`src/rtl/mem_bus_ctrl.sv`:
```
// RV32I load/store sequencer between the core and a single-port SRAM with programmable wait states.
// Latency: request edge to mem_rdy_o is WAIT_STATES+3 cycles, misalign_o after 1; no backpressure, requests outside IDLE are dropped.
module mem_bus_ctrl #(
    parameter int DATA_WIDTH      = 32,
    parameter int WORD_ADDR_WIDTH = 10,
    parameter int WAIT_STATES     = 2
) (
    input  logic                       clk_i,
    input  logic                       reset_ni,
    input  logic                       mrd_i,
    input  logic                       mwr_i,
    input  logic [31:0]                byte_addr_i,
    input  logic [2:0]                 funct3_i,
    input  logic [DATA_WIDTH-1:0]      wd_i,
    output logic [DATA_WIDTH-1:0]      rd_o,
    output logic                       mem_busy_o,
    output logic                       mem_rdy_o,
    output logic                       misalign_o,
    output logic [WORD_ADDR_WIDTH-1:0] sram_addr_o,
    output logic                       sram_re_o,
    output logic                       sram_we_o,
    output logic [3:0]                 sram_be_o,
    output logic [DATA_WIDTH-1:0]      sram_wd_o,
    input  logic [DATA_WIDTH-1:0]      sram_rd_i
);

    localparam int AW = WORD_ADDR_WIDTH + 2;

    typedef enum logic [1:0] {IDLE, ISSUE, WAIT, DONE} state_t;

    state_t                state_q, state_d;
    logic [3:0]            cnt_q, cnt_d;
    logic [AW-1:0]         addr_q, addr_d;
    logic [2:0]            f3_q, f3_d;
    logic [DATA_WIDTH-1:0] wd_q, wd_d;
    logic [DATA_WIDTH-1:0] rd_q, rd_d;
    logic                  wr_q, wr_d;
    logic                  err_q, err_d;

    logic                  req_illegal;
    logic [7:0]            ld_byte;
    logic [15:0]           ld_half;
    logic [DATA_WIDTH-1:0] ld_ext;
    logic [DATA_WIDTH-1:0] st_wd;
    logic [3:0]            st_be;
    logic                  unused_addr_hi;

    // Only the SRAM-visible part of the byte address is kept.
    assign unused_addr_hi = ^byte_addr_i[31:AW];

    always_comb begin
        req_illegal = 1'b0;
        if (mwr_i) begin
            case (funct3_i)
                3'b000:  req_illegal = 1'b0;
                3'b001:  req_illegal = byte_addr_i[0];
                3'b010:  req_illegal = |byte_addr_i[1:0];
                default: req_illegal = 1'b1;
            endcase
        end else begin
            case (funct3_i)
                3'b000, 3'b100: req_illegal = 1'b0;
                3'b001, 3'b101: req_illegal = byte_addr_i[0];
                3'b010:         req_illegal = |byte_addr_i[1:0];
                default:        req_illegal = 1'b1;
            endcase
        end
    end

    always_comb begin
        ld_byte = 8'(sram_rd_i >> {addr_q[1:0], 3'b000});
        ld_half = addr_q[1] ? sram_rd_i[31:16] : sram_rd_i[15:0];
        case (f3_q)
            3'b000:  ld_ext = {{24{ld_byte[7]}}, ld_byte};
            3'b100:  ld_ext = {24'h0, ld_byte};
            3'b001:  ld_ext = {{16{ld_half[15]}}, ld_half};
            3'b101:  ld_ext = {16'h0, ld_half};
            default: ld_ext = sram_rd_i;
        endcase
    end

    // Store data is replicated across lanes so the SRAM never needs a shifter.
    always_comb begin
        case (f3_q[1:0])
            2'b00: begin
                st_be = 4'b0001 << addr_q[1:0];
                st_wd = {4{wd_q[7:0]}};
            end
            2'b01: begin
                st_be = addr_q[1] ? 4'b1100 : 4'b0011;
                st_wd = {2{wd_q[15:0]}};
            end
            default: begin
                st_be = 4'b1111;
                st_wd = wd_q;
            end
        endcase
    end

    always_comb begin
        state_d = state_q;
        cnt_d   = cnt_q;
        addr_d  = addr_q;
        f3_d    = f3_q;
        wd_d    = wd_q;
        rd_d    = rd_q;
        wr_d    = wr_q;
        err_d   = err_q;
        case (state_q)
            IDLE: begin
                if (mwr_i || mrd_i) begin
                    addr_d  = byte_addr_i[AW-1:0];
                    f3_d    = funct3_i;
                    wd_d    = wd_i;
                    wr_d    = mwr_i;
                    err_d   = req_illegal;
                    state_d = req_illegal ? DONE : ISSUE;
                end
            end
            ISSUE: begin
                cnt_d   = 4'(WAIT_STATES);
                state_d = WAIT;
            end
            WAIT: begin
                if (cnt_q == 4'd0) begin
                    if (!wr_q) begin
                        rd_d = ld_ext;
                    end
                    state_d = DONE;
                end else begin
                    cnt_d = cnt_q - 4'd1;
                end
            end
            DONE: begin
                state_d = IDLE;
            end
            default: begin
                state_d = IDLE;
            end
        endcase
    end

    always_ff @(posedge clk_i or negedge reset_ni) begin
        if (!reset_ni) begin
            state_q <= IDLE;
            cnt_q   <= '0;
            addr_q  <= '0;
            f3_q    <= '0;
            wd_q    <= '0;
            rd_q    <= '0;
            wr_q    <= 1'b0;
            err_q   <= 1'b0;
        end else begin
            state_q <= state_d;
            cnt_q   <= cnt_d;
            addr_q  <= addr_d;
            f3_q    <= f3_d;
            wd_q    <= wd_d;
            rd_q    <= rd_d;
            wr_q    <= wr_d;
            err_q   <= err_d;
        end
    end

    // All handshake outputs decode from state so reset clears them without a clock.
    assign mem_busy_o  = (state_q == ISSUE) || (state_q == WAIT);
    assign mem_rdy_o   = (state_q == DONE) && !err_q;
    assign misalign_o  = (state_q == DONE) && err_q;
    assign sram_re_o   = (state_q == ISSUE) && !wr_q;
    assign sram_we_o   = (state_q == ISSUE) && wr_q;
    assign sram_be_o   = (state_q == ISSUE) ? st_be : 4'b0000;
    assign sram_wd_o   = st_wd;
    assign sram_addr_o = addr_q[AW-1:2];
    assign rd_o        = rd_q;

endmodule
```
`config.mk`:
```
export PLATFORM = sky130hd
export DESIGN_NAME = mem_bus_ctrl
export DESIGN_NICKNAME = d
export VERILOG_FILES = /design/src/rtl/mem_bus_ctrl.sv
export SDC_FILE = /design/constraint.sdc
export NUM_CORES = 1
export LEC_CHECK = 0
export BUFFER_PORTS_ARGS = -buffer_cell sky130_fd_sc_hd__buf_2
export CAP_MARGIN = 20
export CORE_ASPECT_RATIO = 1.4
export CORE_MARGIN = 3
export CORE_UTILIZATION = 49
export CTS_BUF_LIST = sky130_fd_sc_hd__clkbuf_8 sky130_fd_sc_hd__clkbuf_16
export CTS_CLUSTER_SIZE = 14
export DETAILED_ROUTE_END_ITERATION = 16
export PLACE_DENSITY = 0.81
export SLEW_MARGIN = 20
export SYNTH_ARGS = -nofsm -noshare
export SYNTH_HDL_FRONTEND = slang
export SYNTH_SLANG_ARGS = --single-unit
```
`constraint.sdc`:
```
create_clock -name clk_i -period 2.86 [get_ports clk_i]
set_input_delay 0.572 -clock clk_i [delete_from_list [all_inputs] [get_ports clk_i]]
set_output_delay 0.572 -clock clk_i [all_outputs]
set_load 0.005 [all_outputs]
```
==> results by group <==
Status
  – Status: finished, final reports clean

Synth
  – Post-synthesis average cell area: 10.7 um2
  – Synth unique cells: 43
  – Synthesized area: 0.00451 mm2
  – Synth Area in Compound Gates: 0.117
  – Mapped Nets: 531
  – Post-synth EDFFs: 0
  – Synth Flop Type: dfrtp_1
  – XOR/XNOR share of the synthesized area: 0.00389
  – Sequential share of the synthesized area: 0.483
  – Multiplexer share of the synthesized area: 0.209
  – Yosys reg bits: 87
  – Synth warnings: 0
  – Synth Area in Simple Gates: 0.104
  – Post-Syn Instances: 421
  – Post-Synth Adder-Cell Area: 0.0194
  – Main combinational cell family by area after synthesis: multiplexers
  – Synth async-reset ratio: 1.00

Setup path
  – CP endpoint kind: output port
  – R2r setup slk: 0.52 ns
  – CP cell instances: nand2b_1 > a21o_1 > and2_1 > buf_2
  – Reg2Reg Depth: 6
  – Arrival time at the worst endpoint: 1.95 ns
  – Top Family by Delay on Critical Path: flip-flops
  – Worst reg2reg endpoint: rd_o[13]$_DFFE_PN0P_
  – Max FO, Critical Path: 18
  – Crit Path Category: flop to output port
  – Worst reg2reg path startpoint: cnt_q[0]$_DFFE_PN0P_
  – CP bufs+invs: 1
  – Critical-path top delay cell: dfrtp_1
  – Required time worst endpoint: 2.29 ns
  – Peak per-stage delay on the critical path: 0.71 ns
  – Setup crit start kind: flop

Final layout
  – Filler Cells Inserted: 713
  – Multi-input logic area: 0.00206 mm2
  – Syn-to-layout area delta: 24.1%
  – Post-route insts no fill: 670
  – N_diodes: 0
  – Register Area: 0.00218 mm2
  – Fin nets: 671
  – Fraction of layout cells with a size suffix above 1: 0.462

GRT
  – Total grt overflow: 0
  – Largest net degree at the start of global routing: 50
  – Vias in the first global route: 3770
  – GR Util met2: 0.389
  – Gr busiest metal: met2
  – Met3 GRT Util: 0.0563
  – M1 GR Usage: 0.245
  – GRT Util Overall: 0.218
  – Antenna violations before repair: 0
  – Global-route wire length before repair: 18000 um

Pwr
  – Pleak: 2.78 nW
  – Power Density: 1170 mW/mm2
  – Maximum vdd drop: 613 uV
  – Total power: 6.52 mW

Routing
  – DRT Wirelength: 11100 um
  – Antenna Nets Post-Route: 0
  – DRC violations left: 0
  – 1st-iter DRT viols: 196
  – First-pass DRT Iterations: 4
  – Wire length per cell: 16.5 um
  – Via/cell ratio: 5.52
  – Vias: 3697

CTS
  – Post CTS Setup Buffer Count: 0
  – Clock Latency Late Sink: 0.33 ns
  – Clock transition at path regs: 0.06 ns
  – CTS Hold Bufs: 0
  – Clk buf depth: 2
  – H-tree depth: 3
  – CTS tree: built
  – Post_cts resized: 0
  – CTS Sinks: 87
  – Root Buffer: clkbuf_16
  – CTS Buf Count: 9

Die
  – Core outline area: 0.00876 mm2
  – Chip height: 119 um
  – Die W: 87.1 um
  – Ports: 186
  – Die ar.: 0.0104 mm2
  – Initial Util: 0.515
  – Std-Cell Rows: 40

Timing
  – Worst Skew: 0.00540 ns
  – RSZ-0062 raised after global routing: false
  – Final number of hold-violating endpoints: 0
  – Total negative slack: 0 ns
  – Fmax: 397 MHz
  – Slew Viols, Final: 0
  – Final setup violation count: 0
  – Rel. slew slack: 0.584
  – Measured slew at the worst slew-check pin: 0.621 ns
  – Period Utilization, post-route: 0.880
  – Tmin final: 2.52 ns

Placement
  – Cell total after placement: 655
  – Post-DP HPWL: 8230 um
  – Number of buffers added on ports: 165
  – Final GP Congestion: 0.864

Hold path
  – HP Class: primary input to asynchronous set/reset pin

Job
  – Max-cap violations: 0
==> cell usage after synthesis (all sizes together), types with 2 or more instances <==
cell type  count  area, um2
nand2         44        165
or3b           2       20.0
or3            2       12.5
mux2          70        788
o32a           2       20.0
o21ai         10       50.0
and2           5       31.3
nor2          29        109
o211ai         6       45.0
ha             7       87.6
xor2           2       17.5
nand2b         2       12.5
inv           13       48.8
a21o           7       52.6
buf           26        171
a21oi         26        134
a22oi          3       22.5
nand3          5       25.0
a31oi          2       12.5
a32oi          3       26.3
a2bb2oi        2       17.5
nor2b          8       50.1
mux2i         13        130
nor3           3       15.0
clkbuf        19       71.3
nor3b          2       15.0
o21a           5       37.5
dfrtp         87       2180
a221oi         7       61.3
==> sequential cells by signal (all words and copies together) (netlist names) <==
signal,count
addr_q,12
cnt_q,4
err_q,1
f3_q,3
rd_o,32
state_q,2
wd_q,32
wr_q,1
==> placed cells by master, fill, tap and decap left out, types with 2 or more instances in the layout <==
cell type    n
mux2_2      70
and2_1       5
inv_1       17
nand2b_1     2
o21a_1       5
dfrtp_1     86
nand2_1     44
o32a_1       2
buf_2      164
a21oi_1     25
a221oi_1     7
buf_12       2
a22oi_1      3
ha_1         7
nor3_1       3
a32oi_1      3
nor2_1      29
a21o_1       7
buf_4        8
a2bb2oi_1    2
mux2i_1     13
o21ai_0      9
clkbuf_16    9
xor2_1       2
a31oi_1      2
o211ai_1     6
or3_1        2
nand3_1      5
nor2b_1      8
==> logic make-up after synthesis <==
group / after synthesis
compound gates: 79
mux: 84
simple gates: 104
buf+inv: 58
fa+ha+maj: 7
flops: 87
xor+xnor: 2
==> worst max-delay path by stage <==
stage / cells past startpoint / from / to / slack [ns]
3_3_place_gp: 6 / cnt_q[0]$_DFFE_PN0P_ / rd_o[13]$_DFFE_PN0P_ / 0.61
5_1_grt: 4 / f3_q[0]$_DFFE_PN0P_ / sram_be_o[0] / 0.25
2_1_floorplan: 8 / cnt_q[0]$_DFFE_PN0P_ / rd_o[16]$_DFFE_PN0P_ / 0.81
3_5_place_dp: 6 / cnt_q[0]$_DFFE_PN0P_ / rd_o[13]$_DFFE_PN0P_ / 0.54
6_report: 4 / f3_q[0]$_DFFE_PN0P_ / sram_be_o[0] / 0.34
4_1_cts: 4 / f3_q[0]$_DFFE_PN0P_ / sram_be_o[0] / 0.36
==> cell type report <==
class	count	area share
clock buffers	10	0.0427
well taps	105	0.0235
multi-input cells	276	0.367
clock inverters	5	0.00358
inverters	13	0.00872
flip-flops and latches	87	0.389
repair buffers	174	0.165
==> metrics by stage <==
stage	cell area (um2)	setup WS, ns	util	hold WS [ns]
6_report	5590	0.343	0.639	0.258
5_1_grt	5590	0.246	0.639	0.289
4_1_cts	5590	0.358	0.639	0.271
3_5_place_dp	5340	0.544	0.609	0.465
3_3_place_gp	5340	0.612	0.609	0.462
2_1_floorplan	4510	0.805	-	0.276
==> per-layer routing <==
layer	part of all wire	vias up
li1	-	1727
met1	0.36	1798
met2	0.53	153
met3	0.084	19
met4	0.020	0
met5	0	-
==> where the power goes <==
group | internal, mW | switching [mW]
Combinational | 1.66 | 1.48
Sequential | 1.87 | 0.478
Clock | 0.593 | 0.445
(Power assumes the default switching activity.)
